File: src/rtl/athos_pkg.sv
// athos_pkg: shared types, constants and helpers for the polynomial
// coefficient unpacker (poly_unpack_stream and its FSM).
package athos_pkg;

  // Field-width select encoding, latched when a polynomial starts.
  typedef enum logic [1:0] {
    DSEL_4  = 2'd0,
    DSEL_5  = 2'd1,
    DSEL_10 = 2'd2,
    DSEL_11 = 2'd3
  } d_sel_e;

  // Control states of the unpacker.
  typedef enum logic [1:0] {
    ST_IDLE = 2'd0,
    ST_RUN  = 2'd1,
    ST_DONE = 2'd2
  } unpack_state_e;

  // Coefficients per polynomial.
  localparam int unsigned COEF_COUNT = 256;
  // Bit buffer width and the width of its fill counter (0..64).
  localparam int unsigned BUF_W  = 64;
  localparam int unsigned FILL_W = 7;
  // Packed input word width.
  localparam int unsigned WORD_W = 32;
  // Index of the final coefficient of a polynomial.
  localparam logic [7:0] LAST_COEF_IDX = 8'(COEF_COUNT - 1);

  // Field width d for a given select code.
  function automatic logic [3:0] d_from_sel(input d_sel_e sel);
    logic [3:0] d;
    case (sel)
      DSEL_4:  d = 4'd4;
      DSEL_5:  d = 4'd5;
      DSEL_10: d = 4'd10;
      DSEL_11: d = 4'd11;
      default: d = 4'd4;
    endcase
    return d;
  endfunction

  // Words making up one polynomial: 256*d bits / 32 = 8*d.
  function automatic logic [6:0] words_for_d(input logic [3:0] d);
    return {d, 3'b000};
  endfunction

endpackage

File: src/rtl/poly_unpack_fsm.sv
// poly_unpack_fsm: control for poly_unpack_stream. Tracks the IDLE/RUN/DONE
// state, the number of packed words accepted and the index of the
// coefficient currently presented downstream.
module poly_unpack_fsm
  import athos_pkg::*;
(
  input  logic          i_clk,
  input  logic          i_rst,
  input  logic          i_start,
  input  logic          i_word_hs,
  input  logic          i_coef_hs,
  output unpack_state_e o_state,
  output logic [6:0]    o_word_cnt,
  output logic [7:0]    o_coef_idx,
  output logic          o_busy,
  output logic          o_done
);

  unpack_state_e r_state;
  logic [6:0]    r_word_cnt;
  logic [7:0]    r_coef_idx;
  logic          r_busy;
  logic          r_done;

  // State, counters and registered busy/done flags advance together.
  always_ff @(posedge i_clk or posedge i_rst) begin
    if (i_rst) begin
      r_state    <= ST_IDLE;
      r_word_cnt <= 7'd0;
      r_coef_idx <= 8'd0;
      r_busy     <= 1'b0;
      r_done     <= 1'b0;
    end else begin
      case (r_state)
        ST_IDLE: begin
          r_done <= 1'b0;
          if (i_start) begin
            r_state    <= ST_RUN;
            r_word_cnt <= 7'd0;
            r_coef_idx <= 8'd0;
            r_busy     <= 1'b1;
          end else begin
            r_busy <= 1'b0;
          end
        end
        ST_RUN: begin
          if (i_word_hs) begin
            r_word_cnt <= r_word_cnt + 7'd1;
          end
          if (i_coef_hs) begin
            r_coef_idx <= r_coef_idx + 8'd1;
            // Handshake of the last coefficient closes the polynomial.
            if (r_coef_idx == LAST_COEF_IDX) begin
              r_state <= ST_DONE;
              r_busy  <= 1'b0;
              r_done  <= 1'b1;
            end
          end
        end
        ST_DONE: begin
          r_state <= ST_IDLE;
          r_busy  <= 1'b0;
          r_done  <= 1'b0;
        end
        default: begin
          r_state    <= ST_IDLE;
          r_word_cnt <= 7'd0;
          r_coef_idx <= 8'd0;
          r_busy     <= 1'b0;
          r_done     <= 1'b0;
        end
      endcase
    end
  end

  assign o_state    = r_state;
  assign o_word_cnt = r_word_cnt;
  assign o_coef_idx = r_coef_idx;
  assign o_busy     = r_busy;
  assign o_done     = r_done;

endmodule

File: src/rtl/poly_unpack_stream.sv
// poly_unpack_stream: unpacks a stream of 32-bit words into 256 d-bit
// coefficients (d = 4/5/10/11), LSB-first, through a 64-bit bit buffer.
// Optional feature: define ATHOS_UNPACK_ERR_EN to build the sticky protocol
// error flag on err_o; otherwise err_o is tied low.
module poly_unpack_stream
  import athos_pkg::*;
(
  input  logic        clk_i,
  input  logic        rst_i,
  input  logic        start_i,
  input  logic [1:0]  d_sel_i,
  input  logic        word_valid_i,
  input  logic [31:0] word_i,
  output logic        word_ready_o,
  output logic        coef_valid_o,
  output logic [15:0] coef_o,
  input  logic        coef_ready_i,
  output logic [7:0]  coef_idx_o,
  output logic        busy_o,
  output logic        done_o,
  output logic        err_o
);

  // Datapath registers.
  logic [BUF_W-1:0]  r_buf;
  logic [FILL_W-1:0] r_fill;
  logic [3:0]        r_d;

  // Control from the FSM.
  unpack_state_e     w_state;
  logic [6:0]        w_word_cnt;
  logic [7:0]        w_coef_idx;
  logic              w_busy;
  logic              w_done;

  // Derived control.
  logic              w_run;
  logic              w_start_acc;
  logic              w_words_left;
  logic              w_word_ready;
  logic              w_coef_valid;
  logic              w_word_hs;
  logic              w_coef_hs;
  logic [FILL_W-1:0] w_d_ext;

  // Next-state datapath.
  logic [BUF_W-1:0]  w_buf_shift;
  logic [FILL_W-1:0] w_fill_after;
  logic [BUF_W-1:0]  w_buf_next;
  logic [FILL_W-1:0] w_fill_next;
  logic [15:0]       w_coef_mask;

  poly_unpack_fsm u_fsm (
    .i_clk      (clk_i),
    .i_rst      (rst_i),
    .i_start    (start_i),
    .i_word_hs  (w_word_hs),
    .i_coef_hs  (w_coef_hs),
    .o_state    (w_state),
    .o_word_cnt (w_word_cnt),
    .o_coef_idx (w_coef_idx),
    .o_busy     (w_busy),
    .o_done     (w_done)
  );

  assign w_run        = (w_state == ST_RUN);
  assign w_start_acc  = start_i && (w_state == ST_IDLE);
  assign w_d_ext      = {3'b000, r_d};
  assign w_words_left = (w_word_cnt < words_for_d(r_d));

  // Room for a whole word exists only while at most 32 bits are buffered.
  assign w_word_ready = w_run && (r_fill <= 7'd32) && w_words_left;
  assign w_coef_valid = w_run && (r_fill >= w_d_ext);
  assign w_word_hs    = word_valid_i && w_word_ready;
  assign w_coef_hs    = w_coef_valid && coef_ready_i;

  // Next buffer/fill: consume d bits first, then append the word at the
  // resulting fill so a same-cycle word lands directly above the survivors.
  always_comb begin
    w_buf_shift  = r_buf;
    w_fill_after = r_fill;
    w_buf_next   = r_buf;
    w_fill_next  = r_fill;
    if (w_coef_hs) begin
      w_buf_shift  = r_buf >> r_d;
      w_fill_after = r_fill - w_d_ext;
    end else begin
      w_buf_shift  = r_buf;
      w_fill_after = r_fill;
    end
    if (w_word_hs) begin
      w_buf_next  = w_buf_shift | ({{(BUF_W - WORD_W){1'b0}}, word_i} << w_fill_after);
      w_fill_next = w_fill_after + 7'd32;
    end else begin
      w_buf_next  = w_buf_shift;
      w_fill_next = w_fill_after;
    end
  end

  // Bit buffer, fill count and latched field width.
  always_ff @(posedge clk_i or posedge rst_i) begin
    if (rst_i) begin
      r_buf  <= '0;
      r_fill <= 7'd0;
      r_d    <= 4'd0;
    end else if (w_start_acc) begin
      r_buf  <= '0;
      r_fill <= 7'd0;
      r_d    <= d_from_sel(d_sel_e'(d_sel_i));
    end else if (w_run) begin
      r_buf  <= w_buf_next;
      r_fill <= w_fill_next;
    end
  end

  // Low d bits of the buffer, upper bits forced to zero.
  assign w_coef_mask = (16'd1 << r_d) - 16'd1;

  assign word_ready_o = w_word_ready;
  assign coef_valid_o = w_coef_valid;
  assign coef_o       = r_buf[15:0] & w_coef_mask;
  assign coef_idx_o   = w_coef_idx;
  assign busy_o       = w_busy;
  assign done_o       = w_done;

`ifdef ATHOS_UNPACK_ERR_EN
  logic r_err;
  logic w_err_set;

  // Protocol violations: start outside IDLE, or a word offered once all
  // words of the current polynomial have been taken.
  always_comb begin
    w_err_set = 1'b0;
    if (start_i && (w_state != ST_IDLE)) begin
      w_err_set = 1'b1;
    end else if (word_valid_i && w_run && !w_words_left) begin
      w_err_set = 1'b1;
    end else begin
      w_err_set = 1'b0;
    end
  end

  // Sticky error flag; only reset or an accepted start clears it.
  always_ff @(posedge clk_i or posedge rst_i) begin
    if (rst_i) begin
      r_err <= 1'b0;
    end else if (w_start_acc) begin
      r_err <= 1'b0;
    end else if (w_err_set) begin
      r_err <= 1'b1;
    end
  end

  assign err_o = r_err;
`else
  assign err_o = 1'b0;
`endif

endmodule

File: config.mk
export PLATFORM = sky130hd
export DESIGN_NAME = poly_unpack_stream
export DESIGN_NICKNAME = d
export VERILOG_FILES = /design/src/rtl/athos_pkg.sv /design/src/rtl/poly_unpack_fsm.sv /design/src/rtl/poly_unpack_stream.sv
export SDC_FILE = /design/constraint.sdc
export NUM_CORES = 1
export LEC_CHECK = 0
export CORE_MARGIN = 4
export CORE_UTILIZATION = 53
export CTS_CLUSTER_SIZE = 20
export DETAILED_ROUTE_END_ITERATION = 12
export DONT_BUFFER_PORTS = 1
export PLACE_DENSITY = 0.73
export SLEW_MARGIN = 30
export SYNTH_ARGS = -nofsm -noshare
export SYNTH_HDL_FRONTEND = slang
export SYNTH_SLANG_ARGS = --single-unit
export TNS_END_PERCENT = 50
File: constraint.sdc
create_clock -name clk_i -period 8.1 [get_ports clk_i]
set_clock_uncertainty 0.15 [all_clocks]
set_input_delay 1.62 -clock clk_i [delete_from_list [all_inputs] [get_ports clk_i]]
set_output_delay 1.62 -clock clk_i [all_outputs]
set_load 0.1 [all_outputs]
======== Word-level counts from Yosys, hierarchy flattened ========
Index checks and enable logic that the tools add are counted.
cells by class
  add/sub/neg operators ................... 5
  multipliers ............................. 0
  divide/modulo/power cells ............... 0
  order comparisons ....................... 3
  equal/unequal tests ..................... 10
  shift operators ......................... 3
  muxes and demuxes ....................... 26
  bitwise logic cells ..................... 3
  reduce and logical (&&, ||, !) cells .... 13
operator list
  kind                                                                   count
  64-bit 2-to-1 mux                                                      4
  64-bit bitwise OR                                                      1
  32-bit by 7-bit left shift with 64-bit output                          1
  64-bit by 4-bit >> shifter with 64-bit output                          1
  7-bit 2-to-1 mux                                                       6
  8-bit case mux with 3 select lines                                     1
  7-bit case mux with 3 select lines                                     1
  16-bit AND                                                             1
  8-bit 2-to-1 mux                                                       2
  4-bit case mux with 4 select lines                                     1
  1-bit by 4-bit left shift with 16-bit output, first input constant     1
  16-bit by 1-bit subtractor with 16-bit output, second input constant   1
  3-bit AND reduction                                                    3
  8-bit by 1-bit adder with 8-bit output, second input constant          1
  8-bit == test, second input constant                                   1
  7-bit by 1-bit adder with 7-bit output, second input constant          1
  7-bit by 6-bit adder with 7-bit output, second input constant          1
  7-bit by 4-bit >= comparator with 1-bit output                         1
  7-bit by 6-bit <= comparator with 1-bit output, second input constant  1
  7-bit < comparator                                                     1
  7-bit by 4-bit subtractor with 7-bit output                            1
  2-bit == test, second input constant                                   3
  1-bit logical AND                                                      6
  1-bit 2-to-1 mux                                                       6
  10 further kinds                                                       16
storage, ports and cells
  bits in registers ....................... 94
  latch bits .............................. 0
  bits in writable memories ............... 0
  bits in read-only memories .............. 0
  input port bits ......................... 39
  output and inout port bits .............. 29
  word-level logic and storage cells ...... 71
  memories ................................ 0

======== Longest topological paths before layout ========
  depth in word-level cells ............... 9
  depth in mapped cells ................... 17
  gate-level depth less buffers ........... 13

======== Modules after synthesis ========
A second synthesis with hierarchy kept.
second synthesis, totals
  cell total of the unflattened synthesis .. 1319
  area, all modules ....................... 10375.0 sq um
modules (own cells, without submodules)
  module              instances  cells an instance  area each (sq um)  sequential area each (sq um)
  poly_unpack_stream  1          1211               9290.2             1851.8
  poly_unpack_fsm     1          108                1084.8             475.5

======== Worst setup path before layout ========
No wires, ideal clock.
  path kind ............................... register to output
  start point ............................. register r_d[0]
  end point ............................... output coef_o[14]
  arrival time ............................ 3.650 ns
  data required time ...................... 6.330 ns
  slack ................................... 2.680 ns
  cell stages (with the launch flop) ...... 7
  path buffers ............................ 4
  cell sequence ........................... dfrtp_1 -> clkbuf_1 -> buf_2 -> buf_2 -> clkbuf_1 -> nand2_1 -> nor3_1
between the ends
  word-level cells in the longest chain between the ends .. 3
ends and longest elaborated chain
  what                                           RTL line                   source
  from (decl)                                    poly_unpack_stream.sv:27   logic [3:0] r_d;
  from (signal assigned)                         poly_unpack_stream.sv:109  r_d <= d_from_sel(d_sel_e'(d_sel_i));
  1-bit by 4-bit left shift with 16-bit output   poly_unpack_stream.sv:117  assign w_coef_mask = (16'd1 << r_d) - 16'd1;
  16-bit by 1-bit subtractor with 16-bit output  poly_unpack_stream.sv:117
  16-bit AND                                     poly_unpack_stream.sv:121  assign coef_o = r_buf[15:0] & w_coef_mask;
  to (decl)                                      poly_unpack_stream.sv:16   output logic [15:0] coef_o,
Every way passes these cells.

======== Worst setup path in the final report ========
  start point ............................. register r_d[1]
  end point ............................... register r_buf[63]
between the ends
  word-level cells in the longest chain between the ends .. 9
  elaborated cells on any way between the ends .. 15
  classes of those cells .................. add/sub (1); order compare (2); shift (2); mux (5); bitwise (1); reduce/logical (4)
ends and longest elaborated chain
  what                                            RTL line                   source
  7-bit by 4-bit >= comparator with 1-bit output  poly_unpack_stream.sv:73   assign w_coef_valid = w_run && (r_fill >= w_d_ext);
  1-bit logical AND                               poly_unpack_stream.sv:73
  1-bit logical AND                               poly_unpack_stream.sv:75   assign w_coef_hs = w_coef_valid && coef_ready_i;
  7-bit 2-to-1 mux                                poly_unpack_stream.sv:84   if (w_coef_hs) begin
  32-bit by 7-bit left shift with 64-bit output   poly_unpack_stream.sv:92   w_buf_next = w_buf_shift | ({{(BUF_W - WORD_W){1'b0}}, word_i} << w_fill_after);
  64-bit bitwise OR                               poly_unpack_stream.sv:92
  64-bit 2-to-1 mux (*)                           poly_unpack_stream.sv:91   if (w_word_hs) begin
  64-bit 2-to-1 mux (*)                           poly_unpack_stream.sv:110  end else if (w_run) begin
  64-bit 2-to-1 mux (*)                           poly_unpack_stream.sv:106  end else if (w_start_acc) begin
  to (signal assigned)                            poly_unpack_stream.sv:111  r_buf <= w_buf_next;
  to (decl)                                       poly_unpack_stream.sv:25   logic [BUF_W-1:0] r_buf;
Every way passes the cells marked *; elsewhere a longest branch is shown, timed or not. The select of a mux whose other input is x is not followed.
A chain may end at the register's enable or synchronous reset.

==> metrics <==
status=complete, no violations; cell area after synthesis=9940 µm²; Post-synth top flop=dfrtp_1; sequential area share after synthesis=23.4%; worst-case reg-to-reg path depth=12; CP required=8.23 ns; count of cell types in the netlist=78; Die ar.=21000 µm²; # resized after CTS=0; number of DRC markers in iteration 0=1553; main area contributors after synthesis=dfrtp_1, mux4_2, mux2i_1; R2R Path End=r_buf[63]; HP Class=reg -> reg; Synth top cells by count=nand2_1, mux2i_1, nor2_1, dfrtp_1, o21ai_0; grt ovf=0; I/O pin count=68; synthesis warning total=0; clk sinks=93; count leader, synth=nand2_1; Port Buffer Count=0; Synth Register Bits=93; post-synth top area share=23.4%; DP Area=10100 µm²; cts hold-fix bufs=0; wire per inst=27.9 µm; Non-Filler Instances=1354; clock insertion delay at the later pin of the skew report=0.36 ns; Layout fillers=1646; gpl congestion=1.01; Final HPWL DP=27.4 mm; R2R Setup Slk=2.73 ns; Max Freq=186 MHz; Final min period=5.37 ns; routed vias/inst=7.51; Vias=10172; initial antenna violation count=2; die height=145 µm; final setup violating endpoints=0; CTS tree=built; Clk Tree Root Cell=clkbuf_16; top cell type by total area after synthesis=dfrtp_1; WHS Path Cells=2; Core Box Area=18200 µm²; number of synthesized flops with an enable pin=0; maximum clock path buffer count=2; pin count of the biggest net entering global routing=85; Area Growth Syn to Fin=5.15%; Final Max Slew Viols=0; min-delay src=r_buf[0]; Tightest Pin Transition=1.00 ns; setup repair bufs after CTS=0; post-route cell area=10500 µm²; crit path max fanout=61; CP arrival=5.50 ns; nets=1169; Initial Util=54.6%; number of diodes=0; H-tree depth=3; number of global-route vias before repair=9452; Syn Inst Count=1186; DR pass1 iterations=6; Routed Antenna Nets=0; TritonCTS Buffers=9; layout cells sized above 1=14.2%; clock slew at reported path FFs=0.07 ns; crit end category=flip-flop; Final Hold Fails=0; Worst Hold Path EP=r_buf[0]; Cells after DPL=1338; asr flop ratio synth=100%; first-pass GRT wire length=58.0 mm; total track usage=35.0%; FP Rows=49; Mapped Avg Cell Area=8.38 µm²; WL final=37.7 mm; die width=145 µm; Tcrit/Tclk final=66.3%; Max-slew headroom=33.4%; DRC Markers=0; crit path launch type=flip-flop; RSZ-0062 raised after global routing=no; reg-to-reg startpoint=r_d[1]; Setup CP Type=reg -> reg; Total Negative Setup Slacks=0 ns; Max Cap Viol=0
==> placed cells by master (no fill, tap or decap), types with 17 or more instances in the layout <==
cell,n
dfrtp_1,88
buf_4,23
inv_1,20
mux4_2,57
mux2_2,19
nor3_1,17
nand2_1,178
a21oi_1,76
a211oi_1,35
o211ai_1,17
mux2i_1,111
nor2_1,99
a22oi_1,18
o221ai_1,18
nand3_1,30
o21ai_0,79
==> stage by stage <==
stage          hold slack [ns]  setup WS (ns)  util, %
2_1_floorplan            0.335           2.68        -
3_3_place_gp             0.376           2.99     55.4
3_5_place_dp             0.385           2.92     55.6
4_1_cts                  0.404           2.87     57.4
5_1_grt                  0.421           2.53     57.4
6_report                 0.409           2.73     57.4
==> worst max path at each step <==
stage / startpoint / end / slack, ns / depth (start not counted)
2_1_floorplan: r_d[0] / coef_o[14] / 2.68 / 6
3_3_place_gp: r_d[1] / r_buf[63] / 2.99 / 12
3_5_place_dp: r_d[1] / r_buf[63] / 2.92 / 12
4_1_cts: r_d[1] / r_buf[63] / 2.87 / 12
5_1_grt: r_d[1] / r_buf[63] / 2.53 / 12
6_report: r_d[1] / r_buf[63] / 2.73 / 12
==> metal layers <==
metal	vias up	global-route usage, %	part of all wire (%)
li1	4377	-	-
met5	-	0	0.090
met1	4879	47.8	39
met3	148	8.92	12
met2	764	51.9	43
met4	4	17.3	5.5
==> sequential cells by signal (all words and copies together), names as in the netlist <==
name	flops
u_fsm.o_done	1
u_fsm.o_busy	1
u_fsm.o_word_cnt	7
u_fsm.o_state	2
r_buf	64
u_fsm.o_coef_idx	8
r_d	3
r_fill	7
==> worst max-delay path, stage by stage (launching register included) <==
cell and delay [ns]:
dfrtp_4 0.85, inv_1 0.27, ha_1 0.36, nor2b_1 0.16
o31ai_2 0.38, a21oi_4 0.08, buf_4 0.32, o21ai_4 0.70
buf_4 0.45, mux4_2 0.63, mux2i_2 0.48, mux2i_1 0.22
o21ai_1 0.16
==> cell type report <==
cell class,instances,area [µm²],area share (%)
tap,229,287,2.74
timing repair buffer,25,228,2.18
sequential,93,2340,22.4
clock inverter,5,83.8,0.802
clock buffer,11,243,2.32
multi-input combinational,969,7190,68.8
inverter,22,85.1,0.814
==> cells by family (layout without fill, tap and decap cells) <==
family / Yosys count / in the layout / share of synthesized area [%]
buffers and inverters: 125 / 63 / 5.49
AO/OA/AOI/OAI: 369 / 369 / 25.1
flip-flops: 93 / 93 / 23.4
multiplexers: 189 / 189 / 26.5
AND/OR/NAND/NOR: 385 / 385 / 16.8
adder cells (fa/ha/maj): 10 / 10 / 1.33
XOR/XNOR: 14 / 14 / 1.23
other: 1 / 2 / 0.0377
Power is not shown: default switching activity piles up to over one toggle a cycle in this logic, so the estimate is an artifact.
